<file path="config.mk">
export PLATFORM = sky130hd
export DESIGN_NAME = ex_alu_stage
export DESIGN_NICKNAME = d
export VERILOG_FILES = /design/src/rtl/ex_alu_stage_pkg.sv /design/src/rtl/ex_alu_stage.sv
export SDC_FILE = /design/constraint.sdc
export NUM_CORES = 1
export LEC_CHECK = 0
export BUFFER_PORTS_ARGS = -buffer_cell sky130_fd_sc_hd__buf_4
export CORE_MARGIN = 1
export CORE_UTILIZATION = 46
export DETAILED_ROUTE_END_ITERATION = 8
export PLACE_DENSITY = 0.83
export SYNTH_ARGS = -nofsm -noshare
export SYNTH_HDL_FRONTEND = slang
export SYNTH_SLANG_ARGS = --single-unit
</file>
<file path="constraint.sdc">
create_clock -name clk -period 1.55 [get_ports clk]
set_input_delay 0.31 -clock clk [delete_from_list [all_inputs] [get_ports clk]]
set_output_delay 0.31 -clock clk [all_outputs]
set_load 0.005 [all_outputs]
</file>
<file path="src/rtl/ex_alu_stage_pkg.sv">
// Shared definitions for the execute-stage sequencer: state encoding,
// default widths and the one-hot op-bit groups used by the ALU.
package ex_alu_stage_pkg;

  localparam int DEF_ALU_OP_WID = 19;
  localparam int DEF_DEST_WID   = 5;
  localparam int DEF_PC_WID     = 32;
  localparam int XLEN           = 32;

  // One-hot op-bit positions on the ALU op bus.
  localparam int OP_ADD_BIT = 0;
  localparam int OP_SUB_BIT = 1;
  localparam int MUL_LSB    = 12;
  localparam int MUL_MSB    = 14;
  localparam int DIV_LSB    = 15;
  localparam int DIV_MSB    = 18;

  // IDLE: slot empty. EXEC: slot drives the ALU. HOLD: result latched
  // locally while the output register is still occupied.
  typedef enum logic [1:0] {
    ST_IDLE = 2'd0,
    ST_EXEC = 2'd1,
    ST_HOLD = 2'd2
  } ex_state_e;

endpackage

</file>
<file path="src/rtl/ex_alu_stage.sv">
// Execute-stage sequencer between the issue register and the ALU.
// Holds operands stable across multi-cycle ALU stalls and registers the
// result toward memory/writeback.
// Optional macro EX_STALL_PERF_EN adds a saturating stall-cycle counter
// (ports perf_clr / stall_cycles).
//
// Handshakes (both sides): a transfer happens on a rising clk edge where
// valid and ready are both 1. valid, once raised, holds its payload until
// the transfer; ready may depend combinationally on the other side's state.
module ex_alu_stage
  import ex_alu_stage_pkg::*;
#(
  parameter int ALU_OP_WID = DEF_ALU_OP_WID,
  parameter int DEST_WID   = DEF_DEST_WID,
  parameter int PC_WID     = DEF_PC_WID
) (
  input  logic                  clk,
  input  logic                  rstn,
  input  logic                  flush,
  input  logic                  in_valid,
  output logic                  in_ready,
  input  logic [ALU_OP_WID-1:0] in_alu_op,
  input  logic [31:0]           in_src1,
  input  logic [31:0]           in_src2,
  input  logic [DEST_WID-1:0]   in_dest,
  input  logic [PC_WID-1:0]     in_pc,
  output logic [ALU_OP_WID-1:0] alu_op,
  output logic [31:0]           alu_src1,
  output logic [31:0]           alu_src2,
  input  logic [31:0]           alu_result,
  input  logic                  alu_stall,
  output logic                  out_valid,
  input  logic                  out_ready,
  output logic [31:0]           out_result,
  output logic [DEST_WID-1:0]   out_dest,
  output logic [PC_WID-1:0]     out_pc,
`ifdef EX_STALL_PERF_EN
  input  logic                  perf_clr,
  output logic [31:0]           stall_cycles,
`endif
  output ex_state_e             dbg_state
);

  ex_state_e             state_q, state_d;
  logic [ALU_OP_WID-1:0] slot_op_q, slot_op_d;
  logic [31:0]           slot_src1_q, slot_src1_d;
  logic [31:0]           slot_src2_q, slot_src2_d;
  logic [DEST_WID-1:0]   slot_dest_q, slot_dest_d;
  logic [PC_WID-1:0]     slot_pc_q, slot_pc_d;
  logic [31:0]           hold_result_q, hold_result_d;
  logic                  out_valid_q, out_valid_d;
  logic [31:0]           out_result_q, out_result_d;
  logic [DEST_WID-1:0]   out_dest_q, out_dest_d;
  logic [PC_WID-1:0]     out_pc_q, out_pc_d;

  logic out_free, done, accept, load_from_exec, load_from_hold;

  assign out_free = !out_valid_q || out_ready;
  assign done     = (state_q == ST_EXEC) && !alu_stall;
  // flush kills whatever is in the slot, so nothing may enter that cycle.
  assign in_ready = !flush && ((state_q == ST_IDLE) || (done && out_free) ||
                               ((state_q == ST_HOLD) && out_ready));
  assign accept   = in_valid && in_ready;
  // A flushed op must never reach the output register.
  assign load_from_exec = !flush && done && out_free;
  assign load_from_hold = !flush && (state_q == ST_HOLD) && out_ready;

  // The op is dropped as soon as EXEC is left: holding it past completion
  // would restart the ALU's multiply sequence.
  assign alu_op   = (state_q == ST_EXEC) ? slot_op_q : '0;
  assign alu_src1 = slot_src1_q;
  assign alu_src2 = slot_src2_q;

  assign out_valid  = out_valid_q;
  assign out_result = out_result_q;
  assign out_dest   = out_dest_q;
  assign out_pc     = out_pc_q;
  assign dbg_state  = state_q;

  // Next-state, slot, hold and output-register update.
  always_comb begin
    state_d       = state_q;
    slot_op_d     = slot_op_q;
    slot_src1_d   = slot_src1_q;
    slot_src2_d   = slot_src2_q;
    slot_dest_d   = slot_dest_q;
    slot_pc_d     = slot_pc_q;
    hold_result_d = hold_result_q;
    out_valid_d   = out_valid_q;
    out_result_d  = out_result_q;
    out_dest_d    = out_dest_q;
    out_pc_d      = out_pc_q;

    // Drain first; a load in the same cycle overrides it.
    if (out_ready) out_valid_d = 1'b0;
    if (load_from_exec) begin
      out_valid_d  = 1'b1;
      out_result_d = alu_result;
      out_dest_d   = slot_dest_q;
      out_pc_d     = slot_pc_q;
    end
    if (load_from_hold) begin
      out_valid_d  = 1'b1;
      out_result_d = hold_result_q;
      out_dest_d   = slot_dest_q;
      out_pc_d     = slot_pc_q;
    end

    case (state_q)
      ST_IDLE: ;
      ST_EXEC: begin
        if (!alu_stall) begin
          if (out_free) begin
            state_d = ST_IDLE;
          end else begin
            state_d       = ST_HOLD;
            hold_result_d = alu_result;
          end
        end
      end
      ST_HOLD: if (out_ready) state_d = ST_IDLE;
      default: state_d = ST_IDLE;
    endcase

    if (accept) begin
      state_d     = ST_EXEC;
      slot_op_d   = in_alu_op;
      slot_src1_d = in_src1;
      slot_src2_d = in_src2;
      slot_dest_d = in_dest;
      slot_pc_d   = in_pc;
    end

    if (flush) begin
      state_d       = ST_IDLE;
      slot_op_d     = '0;
      slot_src1_d   = '0;
      slot_src2_d   = '0;
      slot_dest_d   = '0;
      slot_pc_d     = '0;
      hold_result_d = '0;
    end
  end

  // State, slot, hold and output registers.
  always_ff @(posedge clk or negedge rstn) begin
    if (!rstn) begin
      state_q       <= ST_IDLE;
      slot_op_q     <= '0;
      slot_src1_q   <= '0;
      slot_src2_q   <= '0;
      slot_dest_q   <= '0;
      slot_pc_q     <= '0;
      hold_result_q <= '0;
      out_valid_q   <= 1'b0;
      out_result_q  <= '0;
      out_dest_q    <= '0;
      out_pc_q      <= '0;
    end else begin
      state_q       <= state_d;
      slot_op_q     <= slot_op_d;
      slot_src1_q   <= slot_src1_d;
      slot_src2_q   <= slot_src2_d;
      slot_dest_q   <= slot_dest_d;
      slot_pc_q     <= slot_pc_d;
      hold_result_q <= hold_result_d;
      out_valid_q   <= out_valid_d;
      out_result_q  <= out_result_d;
      out_dest_q    <= out_dest_d;
      out_pc_q      <= out_pc_d;
    end
  end

`ifdef EX_STALL_PERF_EN
  logic [31:0] stall_cycles_q, stall_cycles_d;

  // Saturating count of stalled EXEC cycles plus HOLD cycles; clear wins.
  always_comb begin
    stall_cycles_d = stall_cycles_q;
    if (perf_clr) begin
      stall_cycles_d = '0;
    end else if ((((state_q == ST_EXEC) && alu_stall) || (state_q == ST_HOLD)) &&
                 (stall_cycles_q != 32'hFFFF_FFFF)) begin
      stall_cycles_d = stall_cycles_q + 32'd1;
    end
  end

  // Stall counter register.
  always_ff @(posedge clk or negedge rstn) begin
    if (!rstn) stall_cycles_q <= '0;
    else       stall_cycles_q <= stall_cycles_d;
  end

  assign stall_cycles = stall_cycles_q;
`endif

endmodule

</file>
### After elaboration in Yosys (flattened, before gate mapping)

Index checks and enable logic that the tools add are counted.

| word-level totals | value |
|---|---|
| output and inout bits | 156 |
| input bits | 158 |
| register bits after elaboration | 224 |

| operators by class | value |
|---|---|
| mux-type cells | 30 |
| equality and inequality tests | 7 |
| reductions and logical operators | 22 |

Operator list:

| operator | count |
|---|---|
| 2-to-1 mux 32 bit | 14 |
| 2-to-1 mux 19 bit | 3 |
| 2-to-1 mux 5 bit | 4 |
| 2-to-1 mux 2 bit | 5 |
| logical AND 1 bit | 9 |
| != test 4 bit (second input constant) | 2 |
| one-hot mux 2 bit (3 select lines) | 1 |
| AND reduction 3 bit | 2 |
| nonzero test 2 bit | 3 |
| != test 2 bit (second input constant) | 2 |
| zero test 1 bit | 3 |
| logical OR 1 bit | 3 |
| 2-to-1 mux 1 bit | 3 |
| != test 3 bit (second input constant) | 1 |
| nonzero test 3 bit | 1 |
| equality test 2 x 1 -> 1 bit (second input constant) | 1 |
| equality test 2 bit (second input constant) | 1 |
| zero test 2 bit | 1 |

### Logic depth before layout (Yosys ltp)

Gate-level depths: netlist (run 1).

| depth | value |
|---|---|
| depth in word-level cells | 9 |
| mapped depth | 7 |

### Least setup slack after synthesis (run 1)

No wires, ideal clock.

| path | value |
|---|---|
| kind | reg2reg |
| from | register state_q[0] (netlist: dbg_state[0]) |
| to | register out_dest_q[2] (netlist: out_dest[2]) |
| path slack | -0.157 ns |
| library setup time | 0.127 ns |
| arrival time | 1.579 ns |
| cell stages (with the launch flop) | 7 |
| buffers on the path | 3 |
| data required time | 1.423 ns |
| path through | dfrtp_1 nor4bb_1 buf_2 a31o_2 buf_4 buf_4 mux2_1 |

| between the ends | value |
|---|---|
| longest elaborated chain between the ends | 5 |

Ends and longest elaborated chain:

| what | RTL line | text |
|---|---|---|
| from (decl) | ex_alu_stage.sv:44 | `ex_state_e state_q, state_d;` |
| from (signal assigned) | ex_alu_stage.sv:160 | `state_q <= state_d;` |
| equality test 2 x 1 -> 1 bit | ex_alu_stage.sv:59 | `assign done = (state_q == ST_EXEC) && !alu_stall;` |
| logical AND 1 bit | ex_alu_stage.sv:59 |  |
| logical AND 1 bit (2 in a row) | ex_alu_stage.sv:65 | `assign load_from_exec = !flush && done && out_free;` |
| nonzero test 2 bit (no source line) | - |  |
| to (signal assigned) | ex_alu_stage.sv:169 | `out_dest_q <= out_dest_d;` |
| to (decl) | ex_alu_stage.sv:53 | `logic [DEST_WID-1:0] out_dest_q, out_dest_d;` |

Several ways; a longest one is shown, not always the timed one.
A chain may end at the register's enable or synchronous reset.

### Worst setup path in the final report (run 1)

| path | value |
|---|---|
| from | register state_q[1] (netlist: dbg_state[1]) |
| to | register slot_pc_q[3] |

| between the ends | value |
|---|---|
| longest elaborated chain between the ends | 8 |

Ends and longest elaborated chain:

| what | RTL line | text |
|---|---|---|
| equality test 2 x 1 -> 1 bit | ex_alu_stage.sv:59 |  |
| logical AND 1 bit | ex_alu_stage.sv:59 |  |
| logical AND 1 bit | ex_alu_stage.sv:61 | `assign in_ready = !flush && ((state_q == ST_IDLE) \|\| (done && out_free) \|\|` |
| logical OR 1 bit | ex_alu_stage.sv:61 |  |
| logical OR 1 bit * | ex_alu_stage.sv:61 |  |
| logical AND 1 bit * | ex_alu_stage.sv:61 |  |
| logical AND 1 bit * | ex_alu_stage.sv:63 | `assign accept = in_valid && in_ready;` |
| nonzero test 2 bit (no source line) * | - |  |
| to (signal assigned) | ex_alu_stage.sv:165 | `slot_pc_q <= slot_pc_d;` |
| to (decl) | ex_alu_stage.sv:49 | `logic [PC_WID-1:0] slot_pc_q, slot_pc_d;` |

Every way passes the cells marked *; elsewhere a longest branch is shown, timed or not.

==> results of run 1 <==
## flip-flops by register name, indices dropped and copies added, names as in the netlist
name and count:
hold_result_q 32, out_result 32, slot_op_q 19, alu_src2 32, alu_src1 32, out_pc 32, out_valid 1, slot_dest_q 5
dbg_state 2, out_dest 5, slot_pc_q 32
## worst max path at each step
stage	endpoint	slack, ns	depth (start not counted)
after CTS	alu_op[12]	-0.34	4
after global routing	slot_pc_q[3]	-0.44	8
after floorplan	out_pc[23]	-0.09	6
after global placement	out_result[26]	-0.09	7
final	slot_pc_q[3]	-0.37	8
after detailed placement	out_result[28]	-0.15	7
## layout by cell type (no fill, tap or decap), types with 17 or more instances in the layout
cell type	instances
sky130_fd_sc_hd__buf_4	337
sky130_fd_sc_hd__dfrtp_1	222
sky130_fd_sc_hd__and3_1	119
sky130_fd_sc_hd__a31o_2	94
sky130_fd_sc_hd__mux2_4	37
sky130_fd_sc_hd__clkbuf_16	35
sky130_fd_sc_hd__a22o_1	32
sky130_fd_sc_hd__buf_12	32
sky130_fd_sc_hd__a31o_1	27
sky130_fd_sc_hd__mux2i_1	18
sky130_fd_sc_hd__buf_6	18
sky130_fd_sc_hd__nor2_2	17
sky130_fd_sc_hd__a21oi_1	17
## area by class of cell
| type | instances | area (um2) | share of cell area, % |
|---|---|---|---|
| tap | 265 | 332 | 2.20 |
| multi-input combinational | 445 | 3890 | 25.8 |
| clock buffer | 35 | 752 | 4.98 |
| clock inverter | 9 | 83.8 | 0.555 |
| inverter | 2 | 8.76 | 0.0580 |
| sequential | 224 | 5610 | 37.1 |
| timing repair buffer | 431 | 4420 | 29.3 |
## per-layer routing
layer,share of wire (%),GRT usage (%)
met5,0,0
met1,37,36.1
met3,7.6,5.79
met4,5.7,15.4
met2,50,51.3
## power by group through the flow
stage | Combinational, uW | Clock, uW | Sequential, uW
global placement | 2630 | 0 | 6970
global route | 3720 | 6230 | 7050
CTS | 3210 | 5930 | 6930
detailed placement | 2690 | 0 | 6990
finish | 3510 | 5960 | 7000
floorplan | 950 | 0 | 6960
## through the flow
step                      hold WS (ns)  setup TNS (ns)  instances
after detailed placement         0.248          -15.96       1297
after global placement           0.248           -9.27       1297
final                           0.0360          -55.66       1411
after CTS                       0.0174          -42.50       1389
after global routing            0.0310          -67.03       1411
after floorplan                 0.0144           -3.29        746
## repair_timing
action | in CTS | in global routing
hold endpoints to repair | 39 | 0
resized for setup | 110 | 98
gates cloned | 25 | 15
hold buffers | 1 | 0
pin swaps | 5 | 32
endpoints found under the setup margin | 210 | 245
setup buffers | 22 | 22
## kinds of logic after synthesis
group	share of synthesized area, %
flip-flops	60.3
AO/OA/AOI/OAI	16.4
AND/OR/NAND/NOR	11.6
buffers and inverters	3.74
multiplexers	7.93
## worst register-to-register path: stages, from the launching register on
cell,delay (ns)
sky130_fd_sc_hd__dfrtp_2,0.46
sky130_fd_sc_hd__buf_4,0.17
sky130_fd_sc_hd__a21oi_4,0.22
sky130_fd_sc_hd__buf_6,0.13
sky130_fd_sc_hd__buf_6,0.09
sky130_fd_sc_hd__buf_12,0.12
sky130_fd_sc_hd__bufbuf_16,0.28
sky130_fd_sc_hd__and3_1,0.18
sky130_fd_sc_hd__a31o_1,0.19
==> metrics.txt, run 1 <==
# TYPE chip_impl_metric gauge
chip_impl_metric{name="hold_path_depth",unit=""} 2
chip_impl_metric{name="max_cap_violations",unit=""} 0
chip_impl_metric{name="grt.total_usage",unit="%"} 30.0
chip_impl_metric{name="rows",unit=""} 51
chip_impl_metric{name="setup_slack",unit="ns"} -0.374
chip_impl_metric{name="timing_worst_slew_pin_value",unit="ns"} 0.424
chip_impl_metric{name="path_clk_slew",unit="ns"} 0.07
chip_impl_metric{name="drt_pre_antenna_iters",unit=""} 7
chip_impl_metric{name="detailedPlace.worstSlack",unit="ns"} -0.146
chip_impl_metric{name="postSynthCellCount",unit=""} 746
chip_impl_metric{name="cts.sink_count",unit=""} 224
chip_impl_metric{name="setup.reg_to_reg.worst_slack",unit="ns"} -0.37
chip_impl_info{name="crit-reg2reg-launch",value="dbg_state[1]"} 1
chip_impl_info{name="synthTopCellsByCount",value="sky130_fd_sc_hd__dfrtp_1, sky130_fd_sc_hd__and3_1, sky130_fd_sc_hd__a31o_2, sky130_fd_sc_hd__clkbuf_1"} 1
chip_impl_metric{name="power.switching_fraction",unit="%"} 26.3
chip_impl_metric{name="grt_pass1_wl",unit="um"} 47200
chip_impl_metric{name="syn_area_per_cell",unit="um2"} 12.5
chip_impl_metric{name="synth_sequential_area_ratio",unit="%"} 60.3
chip_impl_info{name="most_frequent_cp_cell",value="sky130_fd_sc_hd__buf_6"} 1
chip_impl_metric{name="power_frac_seq",unit="%"} 42.5
chip_impl_metric{name="detail_route.wirelength",unit="um"} 34300
chip_impl_metric{name="path_buf_inv",unit=""} 5
chip_impl_info{name="hp-start",value="alu_result[10]"} 1
chip_impl_info{name="violations",value="negative setup slack"} 1
chip_impl_metric{name="synth.net_count",unit=""} 904
chip_impl_metric{name="final_cycle_utilization_of_the_critical_path",unit="%"} 124
chip_impl_metric{name="vias_after_detailed_routing",unit=""} 8472
chip_impl_metric{name="combinationalPowerShare",unit="%"} 21.3
chip_impl_metric{name="syn-cell-area",unit="mm2"} 0.00929
chip_impl_metric{name="reg2reg_depth",unit=""} 8
chip_impl_metric{name="worst_ep_arrival_time",unit="ns"} 2.36
chip_impl_info{name="crit_path_capture_type",value="register"} 1
chip_impl_metric{name="die_h",unit="um"} 144
chip_impl_metric{name="initial_utilization",unit="%"} 47.3
chip_impl_info{name="ys.flop_type",value="sky130_fd_sc_hd__dfrtp_1"} 1
chip_impl_info{name="ranking_of_synthesized_cells_by_area",value="sky130_fd_sc_hd__dfrtp_1, sky130_fd_sc_hd__a31o_2, sky130_fd_sc_hd__and3_1"} 1
chip_impl_metric{name="top_level_ports",unit=""} 314
chip_impl_metric{name="power.density_cell_area",unit="mW/mm2"} 1090
chip_impl_metric{name="p_switching",unit="uW"} 4330
chip_impl_info{name="critical_path.slowest_cell",value="sky130_fd_sc_hd__dfrtp_2"} 1
chip_impl_metric{name="fin_util",unit="%"} 76.8
chip_impl_metric{name="drt.antenna.violating_nets",unit=""} 0
chip_impl_metric{name="yosys.cell_types.count",unit=""} 25
chip_impl_metric{name="global_route.overflow_total",unit=""} 0
chip_impl_info{name="path_cells",value="buf_4, a21oi_4, buf_6, buf_6, buf_12, bufbuf_16, and3_1, a31o_1"} 1
chip_impl_info{name="rsz_0062_raised_after_global_routing",value="true"} 1
chip_impl_metric{name="initialDrtViolationCount",unit=""} 588
chip_impl_metric{name="drc",unit=""} 0
chip_impl_metric{name="cp.required",unit="ns"} 1.98
chip_impl_metric{name="p_leak",unit="uW"} 0.00772
chip_impl_info{name="clock_tree_from_tritoncts",value="done"} 1
chip_impl_info{name="hold_path_class",value="in2reg"} 1
chip_impl_metric{name="grt_max_degree",unit=""} 56
chip_impl_info{name="synthMostInstantiatedCell",value="sky130_fd_sc_hd__dfrtp_1"} 1
chip_impl_metric{name="postSynth.asyncResetShare",unit="%"} 100
chip_impl_info{name="worstSetupPathType",value="reg2reg"} 1
chip_impl_info{name="cts.root.buffer_cell",value="sky130_fd_sc_hd__clkbuf_16"} 1
chip_impl_metric{name="design.final.nets",unit=""} 1286
chip_impl_metric{name="design.die.area",unit="mm2"} 0.0208
chip_impl_info{name="cpLargestDelayFamily",value="buffers and inverters"} 1
chip_impl_info{name="cp-startpoint",value="dbg_state[1]"} 1
chip_impl_metric{name="drv_slew",unit=""} 0
chip_impl_metric{name="fillers",unit=""} 1147
chip_impl_metric{name="synth-edff-count",unit=""} 0
chip_impl_metric{name="clock_tree.htree_level_count",unit=""} 1
chip_impl_metric{name="design_power_total",unit="uW"} 16500
chip_impl_metric{name="post_dp_cell_area",unit="mm2"} 0.0123
chip_impl_metric{name="place_congestion",unit=""} 0.780
chip_impl_info{name="cell_type_with_the_largest_total_area_after_synthesis",value="sky130_fd_sc_hd__dfrtp_1"} 1
chip_impl_metric{name="routedWlPerCell",unit="um"} 24.3
chip_impl_metric{name="worstSkewPairLatency",unit="ns"} 0.52
chip_impl_metric{name="number_of_antenna_violations_at_the_first_check_in_global_routing",unit=""} 0
chip_impl_metric{name="via_count_of_the_first_global_routing_pass",unit=""} 8479
chip_impl_info{name="run_status",value="finished, violations left"} 1
chip_impl_metric{name="synth.top_cell.area_share",unit="%"} 60.3
chip_impl_metric{name="maxSlewHeadroom",unit="%"} 71.7
chip_impl_metric{name="vdd_ir_drop_max",unit="V"} 0.000811
chip_impl_metric{name="hold_violations",unit=""} 0
chip_impl_metric{name="design_area",unit="mm2"} 0.0151
chip_impl_metric{name="layout-area-overhead-vs-synth",unit="%"} 62.5
chip_impl_metric{name="vias_per_cell",unit=""} 6.00
chip_impl_metric{name="clk_path_buf_depth",unit=""} 3
chip_impl_metric{name="port_buf_inserts",unit=""} 313
chip_impl_info{name="critical_path.startpoint_type",value="register"} 1
chip_impl_metric{name="clock_buffers_created_by_tritoncts",unit=""} 24
chip_impl_metric{name="max_freq",unit="GHz"} 0.520
chip_impl_metric{name="setup_viol",unit=""} 245
chip_impl_metric{name="clock_skew",unit="ns"} 0.0121
chip_impl_metric{name="final.min_clock_period",unit="ns"} 1.92
chip_impl_info{name="hold-path-endpoint",value="hold_result_q[10]"} 1
chip_impl_metric{name="coreArea",unit="mm2"} 0.0197
chip_impl_metric{name="num_antenna_cells",unit=""} 0
chip_impl_metric{name="ys_ff_latch",unit=""} 224
chip_impl_metric{name="ys_warn_count",unit=""} 0
chip_impl_info{name="rr_endpoint",value="slot_pc_q[3]"} 1
chip_impl_metric{name="dp.final_hpwl",unit="um"} 17300
chip_impl_metric{name="fp.dieW",unit="um"} 144
chip_impl_metric{name="critical_path.max_fanout",unit=""} 13
chip_impl_metric{name="power_report.internal_total",unit="uW"} 12200
chip_impl_metric{name="clockPowerShare",unit="%"} 36.2
chip_impl_metric{name="critical-path-max-stage-delay",unit="ns"} 0.46
chip_impl_metric{name="final_layout_size_suffix_gt1_share",unit="%"} 59.1
No activity file was read; power rests on OpenSTA's default activity.
==> run 2, diff against run 1 <==
--- a/config.mk
+++ b/config.mk
@@ -10,4 +10,5 @@
 export CORE_UTILIZATION = 46
 export DETAILED_ROUTE_END_ITERATION = 8
+export HOLD_SLACK_MARGIN = 0.02
 export PLACE_DENSITY = 0.83
 export SYNTH_ARGS = -nofsm -noshare
==> constraint.sdc (replaced) <==
create_clock -name clk -period 1.55 [get_ports clk]
set_input_delay 0.0775 -clock clk [delete_from_list [all_inputs] [get_ports clk]]
set_output_delay 0.0775 -clock clk [all_outputs]
set_load 0.005 [all_outputs]
==> run 2 against run 1 <==
Compared with the run above:
- sequential share of layout area is 4.0 points lower
- largest power group unchanged
- clock power rose by 0.8%
- worst hold slack better by 0.052 ns
- the run still ends with negative setup slack left
- die area is the same
- core utilization increased by 9.2 points
- first-iteration DRC count down 1.0%
- highest routed layer unchanged
- combinational power rose by 15%
==> metrics.txt, run 2 (same netlist as run 1, synthesis figures left out) <==
# TYPE chip_impl_metric gauge
chip_impl_metric{name="hold_violations",unit=""} 0
chip_impl_metric{name="maxSlewHeadroom",unit="%"} 65.7
chip_impl_metric{name="fp.dieW",unit="um"} 144
chip_impl_info{name="crit_path_capture_type",value="output port"} 1
chip_impl_info{name="cts.root.buffer_cell",value="sky130_fd_sc_hd__clkbuf_16"} 1
chip_impl_info{name="hold-path-endpoint",value="dbg_state[0]"} 1
chip_impl_metric{name="port_buf_inserts",unit=""} 313
chip_impl_metric{name="die_h",unit="um"} 144
chip_impl_info{name="run_status",value="finished, violations left"} 1
chip_impl_metric{name="grt.total_usage",unit="%"} 31.2
chip_impl_info{name="rsz_0062_raised_after_global_routing",value="true"} 1
chip_impl_metric{name="final_layout_size_suffix_gt1_share",unit="%"} 52.8
chip_impl_metric{name="number_of_antenna_violations_at_the_first_check_in_global_routing",unit=""} 0
chip_impl_metric{name="via_count_of_the_first_global_routing_pass",unit=""} 9046
chip_impl_metric{name="clock_skew",unit="ns"} 0.0120
chip_impl_metric{name="cp.required",unit="ns"} 1.47
chip_impl_metric{name="finish.cell_count_without_fillers",unit=""} 1564
chip_impl_metric{name="grt_pass1_wl",unit="um"} 49500
chip_impl_metric{name="path_clk_slew",unit="ns"} 0.07
chip_impl_metric{name="p_leak",unit="uW"} 0.00837
chip_impl_metric{name="setup_slack",unit="ns"} -0.294
chip_impl_metric{name="routedWlPerCell",unit="um"} 26.2
chip_impl_metric{name="drt_pre_antenna_iters",unit=""} 5
chip_impl_metric{name="placedCellCount",unit=""} 1295
chip_impl_metric{name="reg2reg_depth",unit=""} 8
chip_impl_metric{name="max_freq",unit="GHz"} 0.542
chip_impl_metric{name="timing_worst_slew_pin_value",unit="ns"} 0.514
chip_impl_info{name="clock_tree_from_tritoncts",value="done"} 1
chip_impl_metric{name="final_cycle_utilization_of_the_critical_path",unit="%"} 119
chip_impl_metric{name="initial_utilization",unit="%"} 47.3
chip_impl_metric{name="final.min_clock_period",unit="ns"} 1.84
chip_impl_metric{name="top_level_ports",unit=""} 314
chip_impl_metric{name="clock_tree.htree_level_count",unit=""} 1
chip_impl_metric{name="design.die.area",unit="mm2"} 0.0208
chip_impl_metric{name="setup_viol",unit=""} 243
chip_impl_metric{name="clk_path_buf_depth",unit=""} 3
chip_impl_metric{name="rows",unit=""} 51
chip_impl_info{name="violations",value="negative setup slack"} 1
chip_impl_metric{name="drc",unit=""} 0
chip_impl_metric{name="setup.reg_to_reg.worst_slack",unit="ns"} -0.28
chip_impl_metric{name="detail_route.wirelength",unit="um"} 40900
chip_impl_metric{name="worst_ep_arrival_time",unit="ns"} 1.77
chip_impl_info{name="crit-reg2reg-launch",value="dbg_state[0]"} 1
chip_impl_metric{name="drv_slew",unit=""} 0
chip_impl_info{name="layout_commonest_cell",value="sky130_fd_sc_hd__buf_4"} 1
chip_impl_metric{name="initialDrtViolationCount",unit=""} 582
chip_impl_info{name="critical_path.startpoint_type",value="register"} 1
chip_impl_metric{name="multi_input_area",unit="mm2"} 0.00419
chip_impl_metric{name="global_route.overflow_total",unit=""} 0
chip_impl_metric{name="vias_after_detailed_routing",unit=""} 9364
chip_impl_metric{name="fillers",unit=""} 852
chip_impl_metric{name="critical_path.max_fanout",unit=""} 5
chip_impl_metric{name="vias_per_cell",unit=""} 5.99
chip_impl_info{name="hold_path_class",value="in2reg"} 1
chip_impl_metric{name="max_cap_violations",unit=""} 0
chip_impl_metric{name="coreArea",unit="mm2"} 0.0197
chip_impl_metric{name="setup_tns",unit="ns"} -45.48
chip_impl_metric{name="layout-area-overhead-vs-synth",unit="%"} 81.9
chip_impl_metric{name="place_congestion",unit=""} 0.782
chip_impl_metric{name="hold_path_depth",unit=""} 5
chip_impl_metric{name="grt_max_degree",unit=""} 59
chip_impl_metric{name="clock_buffers_created_by_tritoncts",unit=""} 24
chip_impl_metric{name="worstSkewPairLatency",unit="ns"} 0.52
chip_impl_metric{name="design.final.nets",unit=""} 1438
chip_impl_metric{name="dp.final_hpwl",unit="um"} 17400
chip_impl_info{name="hp-start",value="flush"} 1
chip_impl_metric{name="vdd_ir_drop_max",unit="V"} 0.000678
chip_impl_metric{name="drt.antenna.violating_nets",unit=""} 0
chip_impl_metric{name="cts.sink_count",unit=""} 224
chip_impl_info{name="worstSetupPathType",value="reg2out"} 1
chip_impl_metric{name="power.density_cell_area",unit="mW/mm2"} 1010
chip_impl_metric{name="layout.area.seq",unit="mm2"} 0.00561
chip_impl_info{name="rr_endpoint",value="alu_src2[3]"} 1
chip_impl_info{name="layout.cells.most_common_list",value="sky130_fd_sc_hd__buf_4, sky130_fd_sc_hd__dfrtp_1, sky130_fd_sc_hd__dlygate4sd3_1"} 1
-- run 2: where the power goes --
part           internal [uW]  total [uW]  leakage [uW]  switching (uW)
Clock                   3520        6010      0.000401            2480
Sequential              6500        7040       0.00293             530
Combinational           2420        4020       0.00504            1600
-- run 2: through the flow --
stage / instance area [um2] / hold WS [ns] / power (uW) / setup slack, ns / utilization (%)
floorplan: 9330 / -0.218 / 7910 / -0.0905 / -
global placement: 12300 / 0.0555 / 9590 / -0.136 / 62.6
detailed placement: 12300 / 0.0588 / 9680 / -0.157 / 62.6
CTS: 15400 / 0.0471 / 16100 / -0.222 / 78.1
global route: 16900 / 0.128 / 17600 / -0.357 / 86.0
finish: 16900 / 0.0878 / 17100 / -0.294 / 86.0
-- run 2: final cells by class --
cell class | instances | share of cell area [%]
clock buffer | 34 | 4.20
inverter | 2 | 0.0518
sequential | 224 | 33.2
clock inverter | 10 | 0.622
timing repair buffer | 581 | 35.2
multi-input combinational | 447 | 24.8
antenna | 1 | 0.0148
tap | 265 | 1.96
-- run 2: worst max path at each step --
stage | from | endpoint | slack (ns) | cells past startpoint
4_1_cts | dbg_state[0] | alu_op[17] | -0.22 | 6
2_1_floorplan | dbg_state[0] | out_pc[23] | -0.09 | 6
6_report | dbg_state[0] | alu_op[2] | -0.29 | 6
3_3_place_gp | out_valid | slot_op_q[14] | -0.14 | 6
5_1_grt | dbg_state[0] | out_result[17] | -0.36 | 8
3_5_place_dp | dbg_state[0] | slot_op_q[14] | -0.16 | 5
-- run 2: worst max-delay path, stage by stage, from the launching register on --
cell and delay [ns]:
sky130_fd_sc_hd__dfrtp_2 0.39, sky130_fd_sc_hd__buf_6 0.11, sky130_fd_sc_hd__nor2b_4 0.23, sky130_fd_sc_hd__buf_6 0.14, sky130_fd_sc_hd__buf_8 0.13, sky130_fd_sc_hd__and2_4 0.17
sky130_fd_sc_hd__buf_6 0.09
-- run 2: what timing repair did --
action | CTS | global route
resized for setup | 79 | 152
hold buffers | 155 | 0
cloned | 10 | 38
setup endpoints to repair | 214 | 242
hold endpoints to repair | 411 | 0
buffers inserted | 16 | 10
pin swaps | 17 | 21
-- run 2: layer usage --
layer	global-route usage [%]	share of wire (%)
met1	37.0	36
met2	55.0	51
met3	5.63	6.2
met4	14.0	6.4
met5	0	0
==> run 3, diff against run 2 <==
Settings changed: CORE_ASPECT_RATIO from default to 1.1, CORE_UTILIZATION 46 to 54, PLACE_DENSITY 0.83 to 0.91.
Clock period 1.55 ns to 2.3 ns, I/O delays scaled along.
==> run 3 against run 2 <==
Compared with the run above:
- the run now ends clean
- via count fell by 7.0%
- core utilization rose by 0.33 points
- wire length fell by 17%
- non-clock buffer count fell by 87
- clock power fell by 33%
- final cell count fell by 8.2%
- worst hold slack improved by 0.12 ns
- sequential share of layout area rose by 5.9 points
==> metrics.txt, run 3 (same netlist as run 1, synthesis figures left out) <==
# TYPE chip_impl_metric gauge
chip_impl_info{name="run_status",value="completed"} 1
chip_impl_metric{name="max_cap_violations",unit=""} 0
chip_impl_info{name="critical_path.startpoint_type",value="register"} 1
chip_impl_metric{name="post-cts-setup-buffers",unit=""} 0
chip_impl_metric{name="multi_input_area",unit="mm2"} 0.00340
chip_impl_metric{name="placedCellCount",unit=""} 1237
chip_impl_metric{name="hold_slack",unit="ns"} 0.210
chip_impl_metric{name="clk_path_buf_depth",unit=""} 3
chip_impl_metric{name="p_leak",unit="uW"} 0.00737
chip_impl_metric{name="initialDrtViolationCount",unit=""} 621
chip_impl_metric{name="max_freq",unit="GHz"} 0.491
chip_impl_metric{name="power.density_cell_area",unit="mW/mm2"} 753
chip_impl_metric{name="drt.antenna.violating_nets",unit=""} 0
chip_impl_metric{name="place_congestion",unit=""} 0.828
chip_impl_info{name="critical_path.slowest_cell",value="sky130_fd_sc_hd__dfrtp_1"} 1
chip_impl_metric{name="post_cts_resized",unit=""} 0
chip_impl_info{name="crit_path_capture_type",value="register"} 1
chip_impl_metric{name="drv_slew",unit=""} 0
chip_impl_metric{name="critical_path.max_fanout",unit=""} 31
chip_impl_metric{name="coreArea",unit="mm2"} 0.0166
chip_impl_metric{name="cp.required",unit="ns"} 2.70
chip_impl_metric{name="setup_tns",unit="ns"} 0
chip_impl_metric{name="fillers",unit=""} 722
chip_impl_metric{name="maxSlewHeadroom",unit="%"} 56.3
chip_impl_metric{name="drt_pre_antenna_iters",unit=""} 5
chip_impl_metric{name="global_route.overflow_total",unit=""} 0
chip_impl_info{name="hold_path_class",value="in2async"} 1
chip_impl_metric{name="drc",unit=""} 0
chip_impl_metric{name="layout.area.seq",unit="mm2"} 0.00561
chip_impl_metric{name="final.min_clock_period",unit="ns"} 2.04
chip_impl_info{name="rsz_0062_raised_after_global_routing",value="false"} 1
chip_impl_metric{name="number_of_antenna_violations_at_the_first_check_in_global_routing",unit=""} 1
chip_impl_metric{name="die_h",unit="um"} 140
chip_impl_metric{name="clock_buffers_created_by_tritoncts",unit=""} 23
chip_impl_metric{name="grt_max_degree",unit=""} 121
chip_impl_metric{name="vdd_ir_drop_max",unit="V"} 0.000681
chip_impl_metric{name="via_count_of_the_first_global_routing_pass",unit=""} 9411
chip_impl_metric{name="worstSkewPairLatency",unit="ns"} 0.51
chip_impl_metric{name="vias_per_cell",unit=""} 6.07
chip_impl_metric{name="dp.final_hpwl",unit="um"} 17000
chip_impl_info{name="path_cells",value="nor3b_1, a31o_4, buf_4, nor2_1, a21oi_1"} 1
chip_impl_metric{name="path_clk_slew",unit="ns"} 0.06
chip_impl_metric{name="critical-path-max-stage-delay",unit="ns"} 0.51
chip_impl_metric{name="fp.dieW",unit="um"} 127
chip_impl_metric{name="finish.cell_count_without_fillers",unit=""} 1435
chip_impl_info{name="layout_commonest_cell",value="sky130_fd_sc_hd__buf_4"} 1
chip_impl_metric{name="routedWlPerCell",unit="um"} 23.6
chip_impl_metric{name="final_layout_size_suffix_gt1_share",unit="%"} 41.9
chip_impl_info{name="worstSetupPathType",value="reg2reg"} 1
chip_impl_metric{name="layout-area-overhead-vs-synth",unit="%"} 54.4
chip_impl_metric{name="final_cycle_utilization_of_the_critical_path",unit="%"} 88.5
chip_impl_metric{name="rows",unit=""} 49
chip_impl_metric{name="clock_skew",unit="ns"} 0.0113
chip_impl_metric{name="setup_viol",unit=""} 0
chip_impl_metric{name="grt_pass1_wl",unit="um"} 53400
chip_impl_info{name="clock_tree_from_tritoncts",value="done"} 1
chip_impl_metric{name="design.die.area",unit="mm2"} 0.0177
chip_impl_metric{name="clock_tree.htree_level_count",unit=""} 1
chip_impl_info{name="layout.cells.most_common_list",value="sky130_fd_sc_hd__buf_4, sky130_fd_sc_hd__dfrtp_1, sky130_fd_sc_hd__dlygate4sd3_1"} 1
chip_impl_metric{name="initial_utilization",unit="%"} 55.9
chip_impl_metric{name="top_level_ports",unit=""} 314
chip_impl_metric{name="design.final.nets",unit=""} 1347
chip_impl_metric{name="port_buf_inserts",unit=""} 313
chip_impl_metric{name="vias_after_detailed_routing",unit=""} 8706
chip_impl_info{name="cts.root.buffer_cell",value="sky130_fd_sc_hd__clkbuf_16"} 1
chip_impl_metric{name="worst_ep_arrival_time",unit="ns"} 2.44
chip_impl_metric{name="detail_route.wirelength",unit="um"} 33900
chip_impl_metric{name="grt.total_usage",unit="%"} 39.2
chip_impl_metric{name="timing_worst_slew_pin_value",unit="ns"} 0.655
chip_impl_metric{name="cts.sink_count",unit=""} 224
chip_impl_metric{name="hold_violations",unit=""} 0
-- run 3: cell types whose count changed in the layout (fill, tap and decap cells not counted), sizes merged --
cell / change
bufbuf: -1
clkinv: -2
nand2: -3
clkinvlp: -1
bufinv: +1
buf: -60
dlygate4sd3: +1
inv: +2
clkbuf: -30
-- run 3: layout make-up --
| type | instances | area share [%] |
|---|---|---|
| flip-flops and latches | 224 | 39.1 |
| repair buffers | 494 | 29.5 |
| multi-input cells | 444 | 23.7 |
| clock buffers | 31 | 4.71 |
| well taps | 229 | 2.00 |
| clock inverters | 10 | 0.916 |
| inverters | 2 | 0.0698 |
| diodes | 1 | 0.0174 |
-- run 3: final timing paths --
path                               from             end  slack (ns)  cells after the start
setup / recovery           dbg_state[0]  out_result[24]        0.26                      5
hold / removal                     rstn    alu_src1[27]        0.21                      2
setup reg to reg           dbg_state[0]  out_result[24]        0.26                      5
hold reg to reg              out_pc[24]      out_pc[24]        0.50                      1
max in group asynchronous          rstn   out_result[8]        1.32                      3
min in group clk                  flush    alu_src1[30]        0.27                      3
-- run 3: worst max-delay path, delay by kind of cell, from the launching register on --
| family | cells | cell delay [ns] |
|---|---|---|
| compound gates | 2 | 0.54 |
| buf+inv | 1 | 0.35 |
| flops | 1 | 0.51 |
| simple gates | 2 | 0.53 |
-- run 3: power by group --
| group | leakage [uW] | total, uW | switching [uW] | internal, uW |
|---|---|---|---|---|
| Sequential | 0.00293 | 4690 | 303 | 4380 |
| Combinational | 0.00404 | 2080 | 891 | 1190 |
| Clock | 0.000402 | 4030 | 1640 | 2400 |
-- run 3: repair_timing --
item	4_1_cts	5_1_grt
setup endpoints to repair	0	0
endpoints found under the hold margin	262	0
hold buffers	156	0
-- run 3: layer usage --
layer | track usage (%) | up-vias | part of all wire, %
met5 | 0 | - | 0
met4 | 24.1 | 0 | 6.6
met3 | 9.80 | 171 | 7.9
met2 | 66.3 | 550 | 50
met1 | 44.6 | 4345 | 35
li1 | - | 3640 | -
-- run 3: through the flow --
step           setup WS, ns  power (uW)  area [um2]  util [%]
6_report              0.264       10800       14300      86.3
5_1_grt               0.147       11100       14300      86.3
4_1_cts               0.343       10600       14300      86.3
3_5_place_dp          0.345        6460       12000      72.1
3_3_place_gp          0.429        6380       12000      72.1
2_1_floorplan         0.593        5320        9290         -
